<file path="src/rtl/ecc_pkg.sv">
// Shared SECDED definitions: codeword width encoding, Hsiao H-matrix columns and
// per-width field geometry used by ecc_syndrome and ecc_decoder.
package ecc_pkg;

    localparam int AMBA_W = 32;
    localparam int SYN_W  = 6;

    typedef logic [SYN_W-1:0]  syn_t;
    typedef logic [AMBA_W-1:0] word_t;

    typedef enum logic [1:0] {
        CW_SMALL = 2'b00,
        CW_MED   = 2'b01,
        CW_LARGE = 2'b10
    } cw_width_e;

    typedef enum logic [1:0] {
        ERR_NONE   = 2'd0,
        ERR_CORR   = 2'd1,
        ERR_UNCORR = 2'd2
    } err_e;

    // Column k is the syndrome of a flip of codeword bit k. Parity bits sit in the
    // LSBs as unit vectors; data columns all have odd weight (3 or 5).
    localparam syn_t H_S [8] = '{
        6'h01, 6'h02, 6'h04, 6'h08,
        6'h0B, 6'h0D, 6'h0E, 6'h07
    };

    localparam syn_t H_M [16] = '{
        6'h01, 6'h02, 6'h04, 6'h08, 6'h10,
        6'h07, 6'h0B, 6'h0D, 6'h0E, 6'h13, 6'h15, 6'h16, 6'h19, 6'h1A, 6'h1C,
        6'h1F
    };

    localparam syn_t H_L [32] = '{
        6'h01, 6'h02, 6'h04, 6'h08, 6'h10, 6'h20,
        6'h07, 6'h0B, 6'h0D, 6'h0E, 6'h13, 6'h15, 6'h16, 6'h19, 6'h1A, 6'h1C,
        6'h23, 6'h25, 6'h26, 6'h29, 6'h2A, 6'h2C, 6'h31, 6'h32, 6'h34, 6'h38,
        6'h1F, 6'h2F, 6'h37, 6'h3B, 6'h3D, 6'h3E
    };

    typedef struct packed {
        cw_width_e width;
        word_t     cw;
        syn_t      syn;
        word_t     match;
    } stage1_t;

    function automatic cw_width_e decode_width(logic [1:0] code);
        case (code)
            2'b00:   return CW_SMALL;
            2'b01:   return CW_MED;
            default: return CW_LARGE;
        endcase
    endfunction

    function automatic int par_w(cw_width_e w);
        case (w)
            CW_SMALL: return 4;
            CW_MED:   return 5;
            default:  return 6;
        endcase
    endfunction

    function automatic int data_w(cw_width_e w);
        case (w)
            CW_SMALL: return 4;
            CW_MED:   return 11;
            default:  return 26;
        endcase
    endfunction

    function automatic int data_lsb(cw_width_e w);
        return par_w(w);
    endfunction

    function automatic word_t width_mask(cw_width_e w);
        case (w)
            CW_SMALL: return 32'h0000_00FF;
            CW_MED:   return 32'h0000_FFFF;
            default:  return 32'hFFFF_FFFF;
        endcase
    endfunction

    function automatic word_t extract_data(word_t cw, cw_width_e w);
        word_t mask;
        mask = (word_t'(1) << data_w(w)) - word_t'(1);
        return (cw >> data_lsb(w)) & mask;
    endfunction

endpackage

</file>
<file path="src/rtl/ecc_syndrome.sv">
// ecc_syndrome: combinational syndrome generator for 8/16/32-bit codewords plus a
// one-hot match of the selected syndrome against the H columns of that width.
module ecc_syndrome
    import ecc_pkg::*;
(
    input  word_t     cw,
    input  cw_width_e width,
    output syn_t      syn,
    output word_t     match
);

    syn_t        syn_s;
    syn_t        syn_m;
    syn_t        syn_l;
    logic [7:0]  match_s;
    logic [15:0] match_m;
    logic [31:0] match_l;

    // NOTE: every always_comb target is given a default before any conditional write, so no latch can be inferred.
    always_comb begin
        syn_s = '0;
        syn_m = '0;
        syn_l = '0;
        for (int k = 0; k < 8; k++)  if (cw[k]) syn_s ^= H_S[k];
        for (int k = 0; k < 16; k++) if (cw[k]) syn_m ^= H_M[k];
        for (int k = 0; k < 32; k++) if (cw[k]) syn_l ^= H_L[k];
    end

    always_comb begin
        match_s = '0;
        match_m = '0;
        match_l = '0;
        for (int k = 0; k < 8; k++)  match_s[k] = (syn_s == H_S[k]);
        for (int k = 0; k < 16; k++) match_m[k] = (syn_m == H_M[k]);
        for (int k = 0; k < 32; k++) match_l[k] = (syn_l == H_L[k]);
    end

    always_comb begin
        syn   = syn_l;
        match = match_l;
        case (width)
            CW_SMALL: begin
                syn   = syn_s;
                match = {24'd0, match_s};
            end
            CW_MED: begin
                syn   = syn_m;
                match = {16'd0, match_m};
            end
            default: begin
                syn   = syn_l;
                match = match_l;
            end
        endcase
        // A clean word must never point at a column.
        if (syn == '0) match = '0;
    end

endmodule

</file>
<file path="src/rtl/ecc_decoder.sv">
// ecc_decoder: two-stage SECDED decoder for right-aligned 8/16/32-bit codewords.
// Define ECC_DEC_ERR_CNT_EN to build the saturating corrected/uncorrectable counters.
module ecc_decoder
    import ecc_pkg::*;
#(
    parameter int AMBA_WORD = 32,
    parameter int CNT_WIDTH = 16
) (
    input  logic                 clk,
    input  logic                 rst,
    input  logic                 VALID_IN,
    input  logic [1:0]           CODEWORD_WIDTH,
    input  logic [AMBA_WORD-1:0] CW_IN,
    output logic [AMBA_WORD-1:0] DEC_OUT,
    output logic [1:0]           NUM_OF_ERRORS,
    output logic                 VALID_OUT,
    input  logic                 CNT_CLR,
    output logic [CNT_WIDTH-1:0] CORR_CNT,
    output logic [CNT_WIDTH-1:0] UNCORR_CNT
);

    cw_width_e in_width;
    word_t     in_cw;
    syn_t      in_syn;
    word_t     in_match;

    assign in_width = decode_width(CODEWORD_WIDTH);
    assign in_cw    = CW_IN & width_mask(in_width);

    ecc_syndrome u_syndrome (
        .cw    (in_cw),
        .width (in_width),
        .syn   (in_syn),
        .match (in_match)
    );

    logic    s1_valid;
    stage1_t s1;

    // NOTE: sequential state is written with <= so every flop samples pre-edge values regardless of block order.
    // NOTE: the data registers are reset along with the valids, so a reset leaves no stale codeword behind.
    always_ff @(posedge clk or negedge rst) begin
        if (!rst) begin
            s1_valid <= 1'b0;
            s1       <= '0;
        end else begin
            s1_valid <= VALID_IN;
            if (VALID_IN) begin
                s1 <= '{width: in_width, cw: in_cw, syn: in_syn, match: in_match};
            end
        end
    end

    err_e  s2_err;
    word_t s2_data;

    // With no column hit the match vector is zero, so the XOR leaves raw data in place.
    always_comb begin
        s2_err = ERR_NONE;
        if (s1.syn != '0) begin
            s2_err = (s1.match != '0) ? ERR_CORR : ERR_UNCORR;
        end
        s2_data = extract_data(s1.cw ^ s1.match, s1.width);
    end

    always_ff @(posedge clk or negedge rst) begin
        if (!rst) begin
            VALID_OUT     <= 1'b0;
            DEC_OUT       <= '0;
            NUM_OF_ERRORS <= 2'b00;
        end else begin
            VALID_OUT <= s1_valid;
            if (s1_valid) begin
                DEC_OUT       <= s2_data;
                NUM_OF_ERRORS <= s2_err;
            end
        end
    end

`ifdef ECC_DEC_ERR_CNT_EN
    logic corr_hit;
    logic uncorr_hit;

    assign corr_hit   = s1_valid && (s2_err == ERR_CORR);
    assign uncorr_hit = s1_valid && (s2_err == ERR_UNCORR);

    // Counters advance on the same edge that presents the beat; a clear on that edge wins.
    always_ff @(posedge clk or negedge rst) begin
        if (!rst) begin
            CORR_CNT   <= '0;
            UNCORR_CNT <= '0;
        end else if (CNT_CLR) begin
            CORR_CNT   <= '0;
            UNCORR_CNT <= '0;
        end else begin
            if (corr_hit && (CORR_CNT != '1)) begin
                CORR_CNT <= CORR_CNT + CNT_WIDTH'(1);
            end
            if (uncorr_hit && (UNCORR_CNT != '1)) begin
                UNCORR_CNT <= UNCORR_CNT + CNT_WIDTH'(1);
            end
        end
    end
`else
    logic unused_cnt_clr;

    assign unused_cnt_clr = CNT_CLR;
    assign CORR_CNT       = '0;
    assign UNCORR_CNT     = '0;
`endif

endmodule

</file>
<file path="config.mk">
export PLATFORM = sky130hd
export DESIGN_NAME = ecc_decoder
export DESIGN_NICKNAME = d
export VERILOG_FILES = /design/src/rtl/ecc_pkg.sv /design/src/rtl/ecc_syndrome.sv /design/src/rtl/ecc_decoder.sv
export SDC_FILE = /design/constraint.sdc
export NUM_CORES = 1
export LEC_CHECK = 0
export ABC_CLOCK_PERIOD_IN_PS = 4100
export CORE_MARGIN = 2
export CORE_UTILIZATION = 30
export DETAILED_ROUTE_END_ITERATION = 10
export PLACE_DENSITY = 0.6
export SYNTH_ARGS = -nofsm -noshare
export SYNTH_HDL_FRONTEND = slang
export SYNTH_HIERARCHICAL = 1
export SYNTH_SLANG_ARGS = --single-unit
</file>
<file path="constraint.sdc">
create_clock -name clk -period 4.1 [get_ports clk]
set_input_delay 0.82 -clock clk [delete_from_list [all_inputs] [get_ports clk]]
set_output_delay 0.82 -clock clk [all_outputs]
set_load 0.02 [all_outputs]
</file>
==> results of run 1 <==
==> worst max-delay path: stages <==
cell,delay [ns]
clkdlybuf4s50_1,0.47
nor2_1,0.42
nor2b_1,0.16
xnor2_1,0.28
xnor3_1,0.40
xor3_1,0.49
or3_1,0.53
nor3_1,0.27
mux2_2,0.21
==> sequential cells by signal, summed over array words and instances (netlist names) <==
| signal | cells |
|---|---|
| DEC_OUT | 28 |
| s1 | 68 |
| s1_valid | 1 |
| VALID_OUT | 1 |
| NUM_OF_ERRORS | 2 |
==> cells by family (layout without fill, tap and decap cells) <==
family	Yosys count	in the layout	synth area share, %
compound gates	65	65	7.61
xor+xnor	104	104	18.6
fa+ha+maj	3	3	0.567
buf+inv	75	147	6.61
flops	100	100	37.8
mux	94	94	15.9
other cells	2	38	0.113
simple gates	162	162	12.7
==> cell type report <==
cell class	count	area share [%]
Inverter	12	0.558
Timing Repair Buffer	119	13.2
Tap cell	280	4.34
Clock inverter	5	0.558
Clock buffer	11	3.01
Sequential cell	100	31.0
Multi-Input combinational cell	466	47.3
==> metal layers <==
layer | vias up | wire length, um | global-route usage, %
met5 | - | 0 | 0
met4 | 0 | 317 | 4.14
met3 | 17 | 747 | 2.90
met2 | 132 | 8230 | 24.8
met1 | 2297 | 7920 | 20.4
li1 | 2267 | - | -
==> cells in the final DEF, fill, tap and decap left out, drive strengths merged, types with 10 or more instances in the layout <==
cell type and count:
mux2 72, mux2i 20, buf 54, conb 38, nand3 15, nor3 10, dfrtp 100, nand2 47
clkdlybuf4s50 65, xnor3 16, xnor2 51, nor2b 12, and2 18, xor2 32, o221ai 14, inv 14
clkbuf 11, nor2 23
==> worst min path at each step <==
stage                            startpoint                            to  slack (ns)
2_1_floorplan            s1_valid$_DFF_PN0_           VALID_OUT$_DFF_PN0_        0.41
6_report             DEC_OUT[5]$_DFFE_PN0P_        DEC_OUT[5]$_DFFE_PN0P_        0.48
3_5_place_dp         DEC_OUT[5]$_DFFE_PN0P_        DEC_OUT[5]$_DFFE_PN0P_        0.47
3_3_place_gp         DEC_OUT[2]$_DFFE_PN0P_        DEC_OUT[2]$_DFFE_PN0P_        0.46
5_1_grt        NUM_OF_ERRORS[0]$_DFFE_PN0P_  NUM_OF_ERRORS[0]$_DFFE_PN0P_        0.51
4_1_cts              DEC_OUT[5]$_DFFE_PN0P_        DEC_OUT[5]$_DFFE_PN0P_        0.48
==> where the power goes <==
group,switching [mW],internal [mW],total (mW),leakage (nW)
logic,0.985,0.896,1.88,2.34
clock network,0.399,0.438,0.837,0.138
registers,0.108,1.14,1.25,1.31
total,1.49,2.47,3.97,3.79
==> through the flow <==
step / hold slack [ns] / total power, mW / setup TNS (ns) / std cells
6_report: 0.478 / 3.97 / 0 / 993
5_1_grt: 0.512 / 4.20 / 0 / 993
4_1_cts: 0.484 / 3.99 / 0 / 993
3_5_place_dp: 0.469 / 3.14 / -0.233 / 977
3_3_place_gp: 0.461 / 3.13 / -0.0162 / 977
2_1_floorplan: 0.412 / 2.42 / 0 / 641
==> results by group, run 1 <==
Setup path
  – Req. time, crit path: 4.39 ns
  – Crit path max fanout: 8
  – Reg2Reg Depth: 6
  – R2R Path Start: s1[71]$_DFFE_PN0P_
  – Setup crit end: s1[17]$_DFFE_PN0P_
  – Crit path from: CODEWORD_WIDTH[1]
  – Startpoint class of the critical path: input port
  – Crit end category: register
  – Critical path class: input port to register
  – R2R Setup Slk: 1.58 ns
  – Arr. time, crit path: 4.05 ns
  – RR Endpoint: DEC_OUT[24]$_DFFE_PN0P_

Floorplan
  – FP Rows: 54
  – Ports: 105
  – Die W: 153 um
  – Die H: 153 um
  – Die area: 23300 sq um
  – CORE AREA: 21800 sq um
  – Initial cell density of the core: 30.5%

Global routing
  – Vias in the first global route: 4753
  – Largest net degree at the start of global routing: 63
  – Initial antenna violation count: 0
  – GR Overflow Total: 0
  – Global-route usage over all layers: 15.1%
  – First-pass GRT wire length: 27500 um

Synth
  – Netlist Area Pre-Place: 6630 sq um
  – EDFF count, synth: 0
  – Post-synth top area cell: dfrtp_1
  – Synth unique cells: 60
  – Post-synthesis sequential area ratio: 37.8%
  – Ys flop type: dfrtp_1
  – Ys Warns: 6
  – Synth top area cells: dfrtp_1 (38%), mux2_2 (12%), xnor2_1 (6.5%), xnor3_1 (4.8%), buf_4 (4.3%)
  – Share of the synthesized area in the top cell type: 37.8%
  – Register bit total from synthesis: 100
  – Mapped Cells: 605
  – Share of flip-flops with an asynchronous set or reset: 100%
  – Synth Area per Inst: 11.0 sq um
  – Top-count cell post-synth: dfrtp_1
  – Top cells by count, synth: dfrtp_1 (100), mux2_2 (72), xnor2_1 (49), nand2_1 (47), buf_4 (38)

Detailed routing
  – Detailed Route Iter0 Violations: 237
  – Vias: 4713
  – # DRC: 0
  – Vias per cell: 4.75
  – Routed Antenna Nets: 0
  – Router iterations before antenna repair: 4
  – Routed len/inst: 17.3 um
  – Wirelength, routed: 17200 um

Min path
  – Min-Delay Path Depth: 1
  – Worst min-delay path category: register to register

STA
  – Clock period minus worst slack: 3.75 ns
  – Worst slew pin tran: 0.935 ns
  – RSZ-0062 raised after global routing: no
  – Final Cycle Share: 91.5%
  – Fmax: 267 MHz
  – Max-slew headroom: 37.7%
  – Final slew viol count: 0
  – Final setup fails: 0
  – Fin Clk Skew: 0.00743 ns
  – Post-route setup slack: 0.348 ns
  – Fin. Hold Viols: 0

Clock network
  – Root Buffer: clkbuf_16
  – Clock Sinks: 100
  – CTS Buf Count: 9
  – # H-tree levels: 3
  – Setup repair bufs after CTS: 0
  – CTS tree: done
  – Clk Latency, worst-skew pair: 0.36 ns
  – Worst-path clk slew: 0.07 ns
  – Post-CTS sizing: 0
  – Hold-fix buffers, CTS: 0
  – Clk buf depth: 2

Cells and area
  – Synth-to-layout area growth: 21.8%
  – Final #Nets: 749
  – Antenna diodes: 0
  – Layout cells sized above 1: 21.7%
  – Design area: 8070 sq um
  – Area of the multi-input gates: 3820 sq um
  – Final core utilization: 37.1%
  – Fill cells: 2159
  – Reg area: 2500 sq um

Run
  – Max-cap viol count: 0

Placement
  – Placed inst area: 7780 sq um
  – Final Wtd Congestion: 0.879
  – Port Buf Inserts: 67
  – Worst slack, placed: -0.0640 ns
  – HPWL Detailed: 13600 um

Pwr
  – Worst vdd ir: 0.221 mV
  – Pleak: 3.79 nW
  – Power per cell area: 491 nW/um^2

Status
  – Outcome: completed
(Power assumes the default switching activity.)
==> inputs of run 2 (changes only) <==
--- a/config.mk
+++ b/config.mk
@@ -11,4 +11,5 @@
 export DETAILED_ROUTE_END_ITERATION = 10
 export PLACE_DENSITY = 0.6
+export SETUP_SLACK_MARGIN = 0.02
 export SYNTH_ARGS = -nofsm -noshare
 export SYNTH_HDL_FRONTEND = slang
==> constraint.sdc (replaced) <==
create_clock -name clk -period 4.1 [get_ports clk]
set_input_delay 0.615 -clock clk [delete_from_list [all_inputs] [get_ports clk]]
set_output_delay 0.615 -clock clk [all_outputs]
set_load 0.02 [all_outputs]
==> run 2 against run 1 <==
  * Hold slack worse by 0.17 ns
  * Count of clock-buffer cells in the layout is the same
  * Register-to-register slack got worse by 0.04 ns
  * Global-route usage is 0.10 points lower
  * First-iteration DRC count rose by 45%
  * Design area fell by 2.2%
  * Fmax up 1.5%
  * Utilization is 0.81 points lower
  * Critical path type unchanged
  * Largest power group unchanged
  * Highest routed layer unchanged
==> results by group, run 2 (synthesis gave the netlist of run 1 again) <==
Pwr
  – Final Power: 3.87 mW
  – Pleak: 3.67 nW
  – Worst vdd ir: 0.236 mV
  – Power per cell area: 490 nW/um^2

Global routing
  – Largest net degree at the start of global routing: 69
  – First-pass GRT wire length: 27300 um
  – Gr busiest metal: met2
  – Met1 GRT Util: 20.6%
  – Global-route usage over all layers: 15.0%
  – Vias in the first global route: 4712
  – GR Util met2: 24.0%
  – GRT met3 Usage: 3.13%
  – GR Overflow Total: 0
  – Initial antenna violation count: 0

Status
  – Outcome: completed

Floorplan
  – FP Rows: 54
  – Die area: 23300 sq um
  – Die H: 153 um
  – Die W: 153 um
  – CORE AREA: 21800 sq um
  – Ports: 105
  – Initial cell density of the core: 30.5%

STA
  – TNS Setup: 0 ns
  – Worst slew pin tran: 0.891 ns
  – Fin. Hold Viols: 0
  – Max-slew headroom: 40.6%
  – Clock period minus worst slack: 3.70 ns
  – Fin Clk Skew: 0.00904 ns
  – RSZ-0062 raised after global routing: no
  – Final slew viol count: 0
  – Final Cycle Share: 90.2%
  – Final setup fails: 0
  – Fmax: 270 MHz

Clock network
  – Setup repair bufs after CTS: 0
  – CTS tree: done
  – Post-CTS sizing: 0
  – Hold-fix buffers, CTS: 0
  – # H-tree levels: 3
  – Clock Sinks: 100
  – Worst-path clk slew: 0.07 ns
  – Clk Latency, worst-skew pair: 0.35 ns
  – Root Buffer: clkbuf_16
  – Clk buf depth: 2
  – CTS Buf Count: 9

Cells and area
  – Most frequent cells in the layout: dfrtp_1 (100), mux2_2 (72), clkdlybuf4s50_1 (65)
  – Largest Register: s1
  – Final #Nets: 720
  – Most common cell after layout, fill and taps aside: dfrtp_1
  – Design area: 7900 sq um
  – Largest register FFs: 68
  – Top flop regs: s1 x68, DEC_OUT x28, NUM_OF_ERRORS x2
  – Antenna diodes: 0
  – Synth-to-layout area growth: 19.2%
  – Layout cells sized above 1: 18.3%
  – Final core utilization: 36.3%

Placement
  – Placed inst area: 7580 sq um
  – Final Wtd Congestion: 0.915
  – Port Buf Inserts: 67
  – HPWL Detailed: 13200 um

Setup path
  – Critical-path cell list: clkdlybuf4s50_1 > nor2_1 > nor2b_1 > buf_4 > xnor2_1 > xnor2_4 > xnor3_2 > a221oi_4 > nand3_2 > nor4b_1 > mux2_2
  – Crit path max fanout: 8
  – Req. time, crit path: 4.39 ns
  – Critical path class: input port to register
  – Startpoint class of the critical path: input port
  – Crit end category: register
  – Slowest cell on crit path: xnor2_1
  – Crit-path max cell delay: 0.47 ns
  – Worst Path Buf+Inv: 2
  – Delay-heaviest family, CP: XOR/XNOR gates
  – Arr. time, crit path: 3.98 ns

Detailed routing
  – Router iterations before antenna repair: 5
  – # DRC: 0
  – Vias per cell: 4.85
  – Routed Antenna Nets: 0
  – Routed len/inst: 17.6 um
  – Detailed Route Iter0 Violations: 343
  – Vias: 4671
  – Wirelength, routed: 17000 um

Run
  – Max-cap viol count: 0

Min path
  – Worst min-delay path category: input port to asynchronous set/reset pin
## run 2: path summary, 6_finish.rpt
| path | start | endpoint | slack (ns) | depth (start not counted) |
|---|---|---|---|---|
| max | CODEWORD_WIDTH[1] | s1[1]$_DFFE_PN0P_ | 0.40 | 11 |
| min | rst | s1[62]$_DFFE_PN0P_ | 0.31 | 1 |
| max reg2reg | s1[71]$_DFFE_PN0P_ | DEC_OUT[2]$_DFFE_PN0P_ | 1.54 | 7 |
| min reg2reg | DEC_OUT[2]$_DFFE_PN0P_ | DEC_OUT[2]$_DFFE_PN0P_ | 0.48 | 1 |
| max in group asynchronous | rst | s1[9]$_DFFE_PN0P_ | 2.96 | 2 |
| min in group clk | VALID_IN | s1_valid$_DFF_PN0_ | 0.43 | 1 |
## run 2: final cells by class
class                           count  area, sq um
Fill cell                        2174        13900
Tap cell                          280          350
Inverter                           12         45.0
Clock inverter                      5         85.1
Clock buffer                       11          233
Timing Repair Buffer               90          861
Sequential cell                   100         2500
Multi-Input combinational cell    466         3820
## run 2: per-layer routing
metal  part of all wire (%)  vias up
met4                    2.3        0
met3                    4.3       24
met2                     47      146
met5                      0        -
met1                     47     2282
li1                       -     2219
## run 2: report_power, final
part / total (mW) / internal, mW / leakage (nW) / switching, mW
registers: 1.25 / 1.14 / 1.31 / 0.108
logic: 1.70 / 0.752 / 2.21 / 0.946
clock network: 0.919 / 0.539 / 0.150 / 0.380
total: 3.87 / 2.43 / 3.67 / 1.43
## run 2: through the flow
step	hold WS, ns	std cells	setup WS (ns)
3_3_place_gp	0.464	948	0.163
2_1_floorplan	0.319	641	0.833
5_1_grt	0.366	964	0.145
6_report	0.310	964	0.403
3_5_place_dp	0.468	948	0.0671
4_1_cts	0.328	964	0.414
==> inputs of run 3 (changes only) <==
Settings changed: CAP_MARGIN set to 10.
==> results of run 3 <==
Same layout as run 2: the final DEF is identical, and so are final timing and power.
